--- src/rtl/id_ex_ctrl_reg_pkg.sv ---
// id_ex_ctrl_reg_pkg: shared decode/execute control types and the bubble constant
package id_ex_ctrl_reg_pkg;
  typedef enum logic [2:0] {
    ALU_CONTROL_ADD = 3'd0,
    ALU_CONTROL_SUB,
    ALU_CONTROL_RTYPE,
    ALU_CONTROL_ITYPE,
    ALU_CONTROL_BRANCH
  } alu_control_t;
  localparam logic [1:0] RESULT_SRC_LOAD = 2'b01;
  typedef struct packed {
    logic         reg_write;
    logic         mem_write;
    logic         alu_src_a;
    logic         alu_src_b;
    logic [1:0]   result_src;
    logic         branch;
    logic         jump;
    alu_control_t alu_control;
  } id_ex_ctrl_t;
  // Matches the decoder's default outputs, so a bubble executes as a NOP
  localparam id_ex_ctrl_t ID_EX_BUBBLE = '{
    reg_write:   1'b0,
    mem_write:   1'b0,
    alu_src_a:   1'b1,
    alu_src_b:   1'b0,
    result_src:  2'b00,
    branch:      1'b0,
    jump:        1'b0,
    alu_control: ALU_CONTROL_ADD
  };
endpackage

--- src/rtl/id_ex_ctrl_reg_hazard_detect.sv ---
// hazard_detect: combinational load-use detection and stall/flush generation
module hazard_detect
  import id_ex_ctrl_reg_pkg::*;
#(
  parameter int RA_W = 5
) (
  input  logic            valid_d,
  input  logic            valid_e,
  input  logic [1:0]      result_src_e,
  input  logic [RA_W-1:0] rs1_d,
  input  logic [RA_W-1:0] rs2_d,
  input  logic [RA_W-1:0] rd_e,
  input  logic            pc_src_e,
  output logic            stall_f,
  output logic            stall_d,
  output logic            flush_d,
  output logic            flush_e
);
  logic lw_hz;
  // rs2 is compared even when unused; the rare spurious stall is accepted
  always_comb begin
    lw_hz   = valid_d & valid_e & (result_src_e == RESULT_SRC_LOAD) & (rd_e != '0) &
              ((rs1_d == rd_e) | (rs2_d == rd_e));
    stall_f = lw_hz & ~pc_src_e;
    stall_d = lw_hz & ~pc_src_e;
    flush_d = pc_src_e;
    flush_e = lw_hz | pc_src_e;
  end
endmodule

--- src/rtl/id_ex_ctrl_reg.sv ---
// id_ex_ctrl_reg: ID/EX control pipeline register with hazard control and event counters
module id_ex_ctrl_reg
  import id_ex_ctrl_reg_pkg::*;
#(
  parameter int CNT_W = 32,
  parameter int RA_W  = 5
) (
  input  logic             clk,
  input  logic             reset,
  input  logic             valid_d,
  input  logic             reg_write_d,
  input  logic             mem_write_d,
  input  logic             alu_src_a_d,
  input  logic             alu_src_b_d,
  input  logic             branch_d,
  input  logic             jump_d,
  input  logic [1:0]       result_src_d,
  input  alu_control_t     alu_control_d,
  input  logic [2:0]       funct3_d,
  input  logic             funct7b5_d,
  input  logic [RA_W-1:0]  rs1_d,
  input  logic [RA_W-1:0]  rs2_d,
  input  logic [RA_W-1:0]  rd_d,
  input  logic             pc_src_e,
  output logic             valid_e,
  output id_ex_ctrl_t      ctrl_e,
  output logic [2:0]       funct3_e,
  output logic             funct7b5_e,
  output logic [RA_W-1:0]  rs1_e,
  output logic [RA_W-1:0]  rs2_e,
  output logic [RA_W-1:0]  rd_e,
  output logic             stall_f,
  output logic             stall_d,
  output logic             flush_d,
  output logic             flush_e,
  output logic [CNT_W-1:0] stall_cnt,
  output logic [CNT_W-1:0] flush_cnt
);
  id_ex_ctrl_t ctrl_d;
  always_comb ctrl_d = '{
    reg_write:   reg_write_d,
    mem_write:   mem_write_d,
    alu_src_a:   alu_src_a_d,
    alu_src_b:   alu_src_b_d,
    result_src:  result_src_d,
    branch:      branch_d,
    jump:        jump_d,
    alu_control: alu_control_d
  };
  hazard_detect #(.RA_W(RA_W)) u_hazard (
    .valid_d      (valid_d),
    .valid_e      (valid_e),
    .result_src_e (ctrl_e.result_src),
    .rs1_d        (rs1_d),
    .rs2_d        (rs2_d),
    .rd_e         (rd_e),
    .pc_src_e     (pc_src_e),
    .stall_f      (stall_f),
    .stall_d      (stall_d),
    .flush_d      (flush_d),
    .flush_e      (flush_e)
  );
  // A stalled D instruction re-presents next cycle, so E always takes a bubble rather than freezing
  always_ff @(posedge clk) begin
    if (reset || flush_e) begin
      valid_e    <= 1'b0;
      ctrl_e     <= ID_EX_BUBBLE;
      funct3_e   <= '0;
      funct7b5_e <= 1'b0;
      rs1_e      <= '0;
      rs2_e      <= '0;
      rd_e       <= '0;
    end else begin
      valid_e    <= valid_d;
      ctrl_e     <= ctrl_d;
      funct3_e   <= funct3_d;
      funct7b5_e <= funct7b5_d;
      rs1_e      <= rs1_d;
      rs2_e      <= rs2_d;
      rd_e       <= rd_d;
    end
    if (reset) begin
      stall_cnt <= '0;
      flush_cnt <= '0;
    end else begin
      if (stall_d && !(&stall_cnt)) stall_cnt <= stall_cnt + 1'b1;
      if (pc_src_e && !(&flush_cnt)) flush_cnt <= flush_cnt + 1'b1;
    end
  end
endmodule

--- config.mk ---
export PLATFORM = sky130hd
export DESIGN_NAME = id_ex_ctrl_reg
export DESIGN_NICKNAME = d
export VERILOG_FILES = /design/src/rtl/id_ex_ctrl_reg_pkg.sv /design/src/rtl/id_ex_ctrl_reg_hazard_detect.sv /design/src/rtl/id_ex_ctrl_reg.sv
export SDC_FILE = /design/constraint.sdc
export NUM_CORES = 1
export LEC_CHECK = 0
export CORE_MARGIN = 5
export CORE_UTILIZATION = 60
export DETAILED_ROUTE_END_ITERATION = 10
export DONT_BUFFER_PORTS = 1
export PLACE_DENSITY = 0.85
export SETUP_SLACK_MARGIN = 0.1
export SYNTH_ARGS = -nofsm -noshare
export SYNTH_HDL_FRONTEND = slang
export SYNTH_SLANG_ARGS = --single-unit
--- constraint.sdc ---
create_clock -name clk -period 2.5 [get_ports clk]
set_clock_uncertainty 0.05 [all_clocks]
set_input_delay 0.375 -clock clk [delete_from_list [all_inputs] [get_ports clk]]
set_output_delay 0.375 -clock clk [all_outputs]
set_load 0.02 [all_outputs]
# Word level (Yosys, flattened, before mapping)
# Index checks and enable logic that the tools add are counted.
[word_totals] ff_bits=95 in_bits=34 out_inout_bits=99
[classes] add_sub_neg=2 n_eq_ne=3 bitwise_logic=8 n_reduce_logical=8
[ops] cell="adder 32 x 1 -> 32 bit (second input constant)" count=2
[ops] cell="AND reduction 32 bit" count=2
[ops] cell="== test 5 bit" count=2
[ops] cell="bitwise AND 1 bit" count=5
[ops] cell="nonzero test 5 bit" count=1
[ops] cell="== test 2 x 1 -> 1 bit (second input constant)" count=1
[ops] cell="logical AND 1 bit" count=2
[ops] cell="logical NOT 1 bit" count=2
[ops] cell="bitwise OR 1 bit" count=2
[ops] cell="logical OR 1 bit" count=1
[ops] cell="NOT 1 bit" count=1

# Logic depth before layout (Yosys ltp)
# Gate-level depths: netlist (run 1).
[depth] word_depth=6 mapped_depth=10 ltp_nobuf=7

# Hierarchy
# Synthesis (run 1) repeated with hierarchy kept, for this count alone.
[unflattened] cells_unflattened=486 area_unflattened_um2=4403.0
[modules_own_cells] mod="id_ex_ctrl_reg" n_inst=1 cells_per_inst=464 area_per_inst_um2=4236.6 seq_area_each_um2=1901.8
[modules_own_cells] mod="hazard_detect" n_inst=1 cells_per_inst=22 area_per_inst_um2=166.4 seq_area_each_um2=0.0

# Worst setup path before layout (run 1)
# OpenSTA, ideal clock, no wires.
[synth_timing] path_kind="register to register" start="register stall_cnt[29]" end="register stall_cnt[31]" arrival_ns=2.195 required_time_ns=2.329 path_slack_ns=0.134 stages_incl_launch_ff=9 path_buffers=2 period_less_slack_ns=2.366 cell_sequence="dfxtp_1 and4_1 and3_4 and3_4 buf_6 a311o_2 buf_6 nor4_1 mux2_2"
[synth_via] elab_chain_cells=3 word_cells_on_any_way=4 classes_between="add/sub: 1; reduce/logical: 3"
[synth_lines] item="from (decl)" line_no="id_ex_ctrl_reg.sv:36" rtl="output logic [CNT_W-1:0] stall_cnt,"
[synth_lines] item="from (signal assigned)" line_no="id_ex_ctrl_reg.sv:86" rtl="if (stall_d && !(&stall_cnt)) stall_cnt <= stall_cnt + 1'b1;"
[synth_lines] item="parallel branches: the longest is 3 deep, another holds adder 32 x 1 -> 32 bit"
# Several ways; the timed one is not identified.
# A chain may end at the register's enable or synchronous reset.

# Worst setup path in the final report (run 1)
[layout_timing] start="register ctrl_e[6] (netlist name)" end="register stall_cnt[19]"
[layout_via] elab_chain_cells=6
[layout_lines] item="from (decl)" line_no="id_ex_ctrl_reg.sv:26" rtl="output id_ex_ctrl_t ctrl_e,"
[layout_lines] item="from (signal assigned)" line_no="id_ex_ctrl_reg.sv:75" rtl="ctrl_e <= ctrl_d;"
[layout_lines] item="== test 2 x 1 -> 1 bit" line_no="id_ex_ctrl_reg_hazard_detect.sv:22" rtl="lw_hz = valid_d & valid_e & (result_src_e == RESULT_SRC_LOAD) & (rd_e != '0) &"
[layout_lines] item="bitwise AND 1 bit (3 in series)" line_no="id_ex_ctrl_reg_hazard_detect.sv:22"
[layout_lines] item="bitwise AND 1 bit" line_no="id_ex_ctrl_reg_hazard_detect.sv:25" rtl="stall_d = lw_hz & ~pc_src_e;"
[layout_lines] item="logical AND 1 bit" line_no="id_ex_ctrl_reg.sv:86"
# No other way between the ends.

==> key figures, run 1 <==
Cells and area
  • Non-filler instance count after layout: 633
  • N_diodes: 0
  • Fraction of layout instances using a drive strength above 1: 24.8%
  • Nets@finish: 568
  • Layout area overhead: 21.9%
  • Fill count: 464
  • Final Core Density: 74.8%
  • Register area: 1900 sq um
  • Multi-input logic area: between 2000 and 2500 sq um

Detailed routing
  • Iter 0 DRT Violations: 253
  • Vias after detailed routing: 3742
  • Drc violations: 0
  • Final Routed Wirelength: 10800 microns
  • Final ANT Viol Nets: 0
  • DRT Pass-1 Iters: 5
  • Routed vias/inst: 5.91
  • WL per Instance: 17.0 microns

Clocking
  • H-tree depth: 3
  • CTS tree: done
  • Worst-skew pair later-pin latency: 350 ps
  • Clk buf depth: 2
  • CTS Sinks: 95
  • CTS root buf: clkbuf_8
  • Clock slew at reported path FFs: 100 ps
  • CTS Hold Bufs: 0
  • TritonCTS Buffers: 9

Synthesis
  • Synth cell count leaders: 95 x dfxtp_1, 50 x nor2_1, 31 x and2_1, 27 x xor2_1, 26 x a21oi_1
  • Synthesized instance count: 461
  • Asr flop ratio synth: 0%
  • Synth unique cells: 47
  • Post-synthesis cell area: ~4200 sq um
  • Most frequent cell after synthesis: dfxtp_1
  • Syn_nets: 497
  • Flops & latches, synth: 95
  • Largest area contributor in the netlist: dfxtp_1
  • Syn Area/Cell: around 9 sq um
  • Yosys top cell area share: around 46%
  • Yosys warnings: 0
  • Synth Flop Type: dfxtp_1
  • Register area share after synthesis: 45.7%
  • Number of synthesized flops with an enable pin: 0
  • Largest cells by area after synthesis: dfxtp_1 46%, xor2_1 5.7%, and2_1 4.7%, nor2_1 4.5%, nand4_1 3.3%

Floorplanning
  • Initial Utilization: 61.3%
  • Die H: slightly above 90 microns
  • IO Pins: between 100 and 150
  • Core area: 6790 sq um
  • Site Rows: 30
  • Die Area: 8710 sq um
  • Die width: 93.3 microns

Worst setup path
  • RR Startpoint: ctrl_e[6]
  • Worst reg-to-reg path cell count: 8
  • R2R setup slack: 120 ps
  • Largest stage delay, worst path: 440 ps
  • Worst path required time: 2750 ps
  • Crit-path cells: and4b_1 > o21ai_2 > buf_4 > or2b_2 > a311o_2 > buf_4 > or3_1 > a21oi_2
  • Startpoint Class: flop
  • Crit path max-delay cell type: a311o_2
  • Critical Path Sink: stall_cnt[19]
  • Crit Reg-Reg Endpoint: stall_cnt[19]
  • Critical path capture point type: flop
  • Largest fanout on the critical path: 6
  • CP Launch Point: ctrl_e[6]
  • Crit-path most repeated cell: buf_4
  • WP data arrival: 2630 ps
  • Crit path kind: reg -> reg

GRT
  • Initial antenna violation count: 0
  • Grt ovf: 0
  • Total GRT Usage: ~24%
  • First-pass GRT wire length: between 15000 and 20000 microns
  • Vias in the first global route: 3640
  • Pin count of the biggest net entering global routing: 74

STA
  • Final worst path period share: about 95%
  • Slew HR: between 40% and 50%
  • Fmax: ~420 MHz
  • WHS: between 30 and 40 ps
  • RSZ-0062 raised after global routing: yes
  • Fin Setup TNS: 0 ps
  • Slew Viols, Final: 0
  • Slew @ Worst Pin: 885 ps
  • Setup violators final: 0
  • Final hold violations: 0
  • Final Critical Period: roughly 2400 ps

Pwr
  • Power Density: 550 nW/um^2
  • Max VDD drop: about 0.45 mV
  • P_leak: 1.93 nW
  • Total chip power: ~0.0028 W

Place
  • I/O Buffers: 0
  • HPWL after DPL: 7830 microns
  • DP Cell Count: 612
  • Gpl congestion: between 0.8 and 0.9

Hold path
  • HP Start: reset
  • Hold depth: 1
  • Hold crit path type: in -> reg

Job
  • Max-Cap Viols: 0

Status
  • Status: complete, no violations
sequential cells by signal, indices dropped and copies added (netlist names):
name	count
funct3_e	3
valid_e	1
funct7b5_e	1
stall_cnt	32
ctrl_e	11
rs1_e	5
flush_cnt	32
rd_e	5
rs2_e	5
cells in the final DEF, fill, tap and decap left out, types with 4 or more instances in the layout:
| cell | instances |
|---|---|
| and3_4 | 4 |
| o21ai_0 | 18 |
| or3_1 | 18 |
| and2_1 | 31 |
| xor2_1 | 26 |
| a21oi_1 | 24 |
| nor2b_1 | 8 |
| nor2_1 | 49 |
| clkbuf_8 | 9 |
| o31ai_1 | 8 |
| and3_1 | 7 |
| inv_1 | 8 |
| nand2_1 | 18 |
| or4_1 | 10 |
| nand3_1 | 25 |
| nor3_1 | 6 |
| dfxtp_1 | 94 |
| mux2_2 | 6 |
| nand4_1 | 22 |
| and4_1 | 6 |
| xnor2_1 | 12 |
| buf_4 | 76 |
report_power, final:
part | total, W | internal, W | switching, W
clock network | 0.00113 | 0.000574 | 0.000555
logic | 0.0000976 | 0.0000426 | 0.0000551
registers | 0.00157 | 0.00154 | 0.0000309
total | 0.00279 | 0.00215 | 0.000641
critical path, delay by kind of cell, from the launching register on:
family,cells,cell delay (ps)
AO/OA/AOI/OAI,3,650
buffers and inverters,2,330
flip-flops,1,330
AND/OR/NAND/NOR,3,980
through the flow:
step / area, sq um / worst slack, ps
6_report: 5080 / 118
5_1_grt: 5080 / 33.9
4_1_cts: 5000 / 109
3_5_place_dp: 4730 / -79.6
3_3_place_gp: 4730 / 61.7
2_1_floorplan: 4170 / 134
logic make-up after synthesis:
group	share of synthesized area [%]
xor gates and xnor gates	8.20
and+or+nand+nor	30.8
adders and majority gates	0.601
DFF	45.7
AOI/OAI and AO/OA	8.62
muxes	2.10
buffers and inverters	3.96
worst min path at each step:
stage	end
finish	stall_cnt[19]
global placement	stall_cnt[11]
detailed placement	stall_cnt[29]
global route	stall_cnt[26]
floorplan	ctrl_e[8]
CTS	stall_cnt[29]
layer usage:
metal	routed length, microns	share of wire, %	track usage (%)
met3	1040	9.7	8.61
met5	0	0	0
met1	4090	38	28.2
met2	5420	50	41.3
met4	218	2.0	8.91
timing repair:
item / in CTS / in global routing
pin swaps: 1 / 9
buffers inserted: 0 / 2
resized for setup: 6 / 15
setup endpoints to repair: 47 / 67
cloned: 2 / 1
layout make-up:
type	instances	area share, %
Multi-Input combinational cell	338	43.1
Sequential cell	95	37.5
Tap cell	96	2.37
Clock inverter	7	2.00
Clock buffer	9	2.44
Inverter	8	0.591
Timing Repair Buffer	80	12.0
Note: power is estimated with default switching activity, not from simulation.
==> run 2, diff against run 1 <==
Settings changed: PLACE_DENSITY 0.85 to 0.76.
==> run 2 against run 1 <==
  * Routed wire length shrank 2.3%
  * Maximum frequency rose by 2.5%
  * Critical endpoint is now stall_cnt[16]
  * Combinational power shrank 4.3%
  * Final area about the same
  * Via count fell by 0.83%
  * Worst setup slack improved by 58 ps
  * Utilization down 0.055 points
  * Count of clock-buffer cells in the layout grew 1
  * Cell count shrank 0.47%
  * Clock power is 7% higher
  * Largest cell class unchanged
==> key figures, run 2 (synthesized netlist as in run 1, its figures left out) <==
Detailed routing
  • WL per Instance: approximately 17 microns
  • Final ANT Viol Nets: 0
  • Routed vias/inst: 5.89
  • Vias after detailed routing: 3711
  • Iter 0 DRT Violations: approximately 360
  • Drc violations: 0
  • DRT Pass-1 Iters: 5
  • Final Routed Wirelength: ~11000 microns

Cells and area
  • Fraction of layout instances using a drive strength above 1: 23.8%
  • N_diodes: 0
  • Most frequent cells in the layout: 92 x dfxtp_1, 74 x buf_4, 50 x nor2_1
  • Largest registers: flush_cnt: 32 flops, stall_cnt: 32 flops, ctrl_e: 11 flops
  • Commonest non-fill, non-tap cell in the layout: dfxtp_1
  • Nets@finish: ~570
  • Layout area overhead: 21.8%
  • Cell area after layout: 5070 sq um
  • Fill count: 510

Pwr
  • Clock power share: 42.1%
  • P_leak: 1.93 nW
  • Switching share of power: 21.6%
  • Gate power share: under 10%
  • P_sw: 0.000621 W
  • P_int: 0.00225 W
  • Power Density: 566 nW/um^2
  • Flop pwr share: 54.6%
  • Max VDD drop: 0.510 mV

Floorplanning
  • Die H: 93.3 microns
  • Core area: 6790 sq um
  • IO Pins: 133
  • Site Rows: 30
  • Die width: slightly above 90 microns
  • Die Area: 8710 sq um
  • Initial Utilization: slightly above 60%

STA
  • Setup violators final: 0
  • RSZ-0062 raised after global routing: yes
  • Fmax: 430 MHz
  • WHS: ~28 ps
  • Slew HR: approximately 50%
  • Slew @ Worst Pin: roughly 760 ps
  • Final worst path period share: 93.0%
  • Final hold violations: 0
  • Final Critical Period: 2320 ps
  • Fin Setup TNS: 0 ps
  • Slew Viols, Final: 0

Worst setup path
  • Crit Reg-Reg Endpoint: stall_cnt[16]
  • R2R setup slack: 180 ps
  • WP data arrival: 2550 ps
  • Crit path kind: reg -> reg
  • Worst reg-to-reg path cell count: 6
  • Largest fanout on the critical path: 18
  • RR Startpoint: stall_cnt[0]
  • Worst path required time: approximately 2700 ps
  • Startpoint Class: flop
  • Critical path capture point type: flop

Clocking
  • Clk buf depth: 2
  • Clock slew at reported path FFs: roughly 100 ps
  • CTS tree: done
  • CTS root buf: clkbuf_8
  • Worst-skew pair later-pin latency: 360 ps
  • H-tree depth: 3
  • TritonCTS Buffers: 9
  • CTS Hold Bufs: 0
  • CTS Sinks: 95

Hold path
  • HP Start: reset
  • Hold crit path type: in -> reg
  • End of the worst hold path: stall_cnt[26]
  • Hold depth: 1

Place
  • Placement Cell Area: 4740 sq um
  • Gpl congestion: 0.864
  • I/O Buffers: 0
  • HPWL after DPL: between 7000 and 8000 microns

Status
  • Status: complete, no violations

GRT
  • Vias in the first global route: 3559
  • Pin count of the biggest net entering global routing: 74
  • Initial antenna violation count: 0
  • First-pass GRT wire length: 16900 microns
  • Grt ovf: 0
  • Total GRT Usage: 24.0%

Job
  • Max-Cap Viols: 0
-- run 2: area by class of cell --
cell class                      count  area [sq um]  area share (%)
Clock inverter                      6           115            2.27
Tap cell                           96           120            2.37
Multi-Input combinational cell    337          2140            42.2
Timing Repair Buffer               78           632            12.5
Clock buffer                       10           128            2.51
Inverter                            8          30.0           0.592
Sequential cell                    95          1910            37.6
-- run 2: repair_timing --
| action | in CTS | in global routing |
|---|---|---|
| resized for setup | 2 | 14 |
| pin swaps | 0 | 6 |
| gates cloned | 0 | 2 |
| endpoints found under the hold margin | 0 | 0 |
| endpoints found under the setup margin | 8 | 13 |
| buffers inserted | 0 | 2 |
-- run 2: how the worst max path moves through the flow --
stage	from	to	slack, ps	cells after the start
after floorplan	stall_cnt[29]	stall_cnt[31]	130	8
after global placement	valid_d	stall_cnt[13]	140	7
after detailed placement	rs1_d[2]	stall_cnt[14]	80	7
after CTS	rd_e[2]	stall_cnt[14]	120	7
after global routing	stall_cnt[21]	stall_cnt[9]	100	7
final	stall_cnt[0]	stall_cnt[16]	180	6
-- run 2: worst max-delay path, stage by stage (launching register included) --
cell,delay (ps)
dfxtp_1,350
ha_1,370
nand2_1,100
or4_4,560
buf_12,160
or4_1,500
a21oi_1,160
-- run 2: stage by stage --
stage / total power, W / setup WS [ps] / util, % / std cells
after floorplan: 0.00168 / 134 / - / 461
after global placement: 0.00169 / 140 / 69.7 / 610
after detailed placement: 0.00169 / 83.9 / 69.7 / 610
after CTS: 0.00289 / 121 / 73.4 / 626
after global routing: 0.00298 / 95.8 / 74.7 / 630
final: 0.00287 / 176 / 74.7 / 630
-- run 2: power by group through the flow --
stage	sequential, W	combinational, W	clock, W
2_1_floorplan	0.00161	0.0000638	0
3_3_place_gp	0.00160	0.0000865	0
3_5_place_dp	0.00160	0.0000893	0
4_1_cts	0.00157	0.0000892	0.00123
5_1_grt	0.00157	0.000105	0.00131
6_report	0.00157	0.0000934	0.00121
-- run 2: routing by layer --
layer  share of wire (%)  GRT usage, %  wire [microns]  up-vias
li1                    -             -               -     1772
met1                  40          28.9            4170     1728
met2                  46          36.7            4880      187
met3                  11          10.1            1200       24
met4                 2.7          11.4             281        0
met5                   0             0               0        -
==> run 3, diff against run 2 <==
Clock period 2.5 ns to 2.55 ns, I/O delays scaled along.
==> run 3 against run 2 <==
  * Final area down 3.3%
  * Maximum frequency down 3.3%
  * Worst setup slack worse by 29 ps
  * Combinational power down 4.2%
==> key figures, run 3 (synthesized netlist as in run 1, its figures left out) <==
STA
  • Setup violators final: 0
  • Slew HR: about 43%
  • Final Critical Period: 2400 ps
  • Fin Setup TNS: 0 ps
  • Slew @ Worst Pin: 848 ps
  • Slew Viols, Final: 0
  • WHS: ~40 ps
  • Final worst path period share: roughly 94%
  • RSZ-0062 raised after global routing: yes
  • Fmax: 416 MHz
  • Final hold violations: 0

GRT
  • Grt ovf: 0
  • Pin count of the biggest net entering global routing: 74
  • Initial antenna violation count: 0
  • Vias in the first global route: 3439
  • First-pass GRT wire length: 16500 microns
  • Total GRT Usage: about a quarter

Worst setup path
  • Crit-path cells: xor2_1 > nor3_2 > a22oi_2 > or4_4 > buf_12 > or4_1 > a21oi_1
  • Crit Reg-Reg Endpoint: stall_cnt[30]
  • RR Startpoint: rd_e[2]
  • WP data arrival: 2640 ps
  • Worst path required time: 2780 ps
  • Crit path max-delay cell type: or4_4
  • Crit path kind: reg -> reg
  • Worst reg-to-reg path cell count: 7
  • R2R setup slack: 150 ps
  • Startpoint Class: flop
  • Largest fanout on the critical path: 18
  • Largest stage delay, worst path: about 560 ps
  • Critical path capture point type: flop

Clocking
  • TritonCTS Buffers: 9
  • H-tree depth: 3
  • CTS root buf: clkbuf_8
  • CTS Sinks: 95
  • Clk buf depth: 2
  • Worst-skew pair later-pin latency: 350 ps
  • Clock slew at reported path FFs: 100 ps
  • CTS Hold Bufs: 0
  • CTS tree: done

Detailed routing
  • WL per Instance: about 17 microns
  • Vias after detailed routing: 3658
  • Final ANT Viol Nets: 0
  • Iter 0 DRT Violations: 246
  • DRT Pass-1 Iters: 5
  • Routed vias/inst: roughly 5.9
  • Final Routed Wirelength: 10400 microns
  • Drc violations: 0

Floorplanning
  • Initial Utilization: 61.3%
  • IO Pins: 133
  • Site Rows: 30
  • Die Area: 8710 sq um
  • Core area: about 6800 sq um
  • Die H: roughly 93 microns
  • Die width: 93.3 microns

Place
  • Gpl congestion: roughly 0.90
  • Placement Cell Area: 4650 sq um
  • HPWL after DPL: 7480 microns
  • DP Cell Count: 600
  • I/O Buffers: 0

Pwr
  • Max VDD drop: 0.459 mV
  • P_leak: 1.83 nW
  • Power Density: roughly 540 nW/um^2

Cells and area
  • Nets@finish: 554
  • Commonest non-fill, non-tap cell in the layout: dfxtp_1
  • Cell area after layout: around 5000 sq um
  • Fraction of layout instances using a drive strength above 1: 21.0%
  • Largest registers: flush_cnt: 32 flops, stall_cnt: 32 flops, ctrl_e: 11 flops
  • Most frequent cells in the layout: 94 x dfxtp_1, 65 x buf_4, 50 x nor2_1
  • Fill count: between 500 and 600
  • N_diodes: 0
  • Layout area overhead: 17.9%
  • Non-filler instance count after layout: 619

Hold path
  • Hold crit path type: in -> reg
  • End of the worst hold path: stall_cnt[25]
  • HP Start: reset
  • Hold depth: 1

Job
  • Max-Cap Viols: 0

Status
  • Status: complete, no violations
==> run 3: changes by cell type in the layout (fill, tap and decap cells not counted), moves of 2 or more <==
cell	delta
clkbuf_8	+2
a21oi_2	-2
a21oi_1	+2
buf_4	-9
dfxtp_1	+2
bufinv_16	-2
==> run 3: area by class of cell <==
class,count,area [sq um],share of cell area (%)
tap,96,120,2.45
multi-input combinational,338,2130,43.5
inverter,8,30.0,0.612
clock buffer,11,151,3.08
clock inverter,5,62.6,1.27
timing repair buffer,66,508,10.3
sequential,95,1900,38.8
==> run 3: critical path: cells and delay by family (launching register included) <==
kind | cells | cell delay, ps
DFF | 1 | 350
AOI/OAI and AO/OA | 2 | 310
xor gates and xnor gates | 1 | 190
buffers and inverters | 1 | 160
and+or+nand+nor | 3 | 1260
==> run 3: layer usage <==
| layer | track usage (%) | vias to the layer above | routed length (microns) |
|---|---|---|---|
| met2 | 35.7 | 183 | 4850 |
| li1 | - | 1752 | - |
| met1 | 29.1 | 1701 | 4090 |
| met3 | 9.41 | 22 | 1220 |
| met4 | 9.40 | 0 | 232 |
| met5 | 0 | - | 0 |
==> run 3: timing repair <==
item	CTS	global route
resized for setup	4	2
setup endpoints to repair	6	8
setup buffers	0	1
pin swaps	0	2
gates cloned	0	2
==> run 3: how the worst max path moves through the flow <==
stage	start	endpoint	cells past startpoint
finish	rd_e[2]	stall_cnt[30]	7
global placement	valid_d	stall_cnt[3]	7
CTS	rd_e[2]	stall_cnt[30]	7
global route	rd_e[2]	stall_cnt[30]	7
detailed placement	valid_d	stall_cnt[17]	6
floorplan	stall_cnt[29]	stall_cnt[31]	8
==> run 3: metrics by stage <==
| step | power, W | util (%) | setup WS [ps] |
|---|---|---|---|
| after floorplan | 0.00164 | - | 184 |
| after global placement | 0.00165 | 68.5 | 158 |
| after detailed placement | 0.00166 | 68.5 | 32.2 |
| after CTS | 0.00269 | 71.8 | 116 |
| after global routing | 0.00277 | 72.3 | 76.3 |
| final | 0.00267 | 72.3 | 147 |
==> run 3: report_power, final <==
group / internal (W) / switching (W)
Combinational: 0.0000395 / 0.0000500
Clock: 0.000514 / 0.000532
Sequential: 0.00151 / 0.0000315
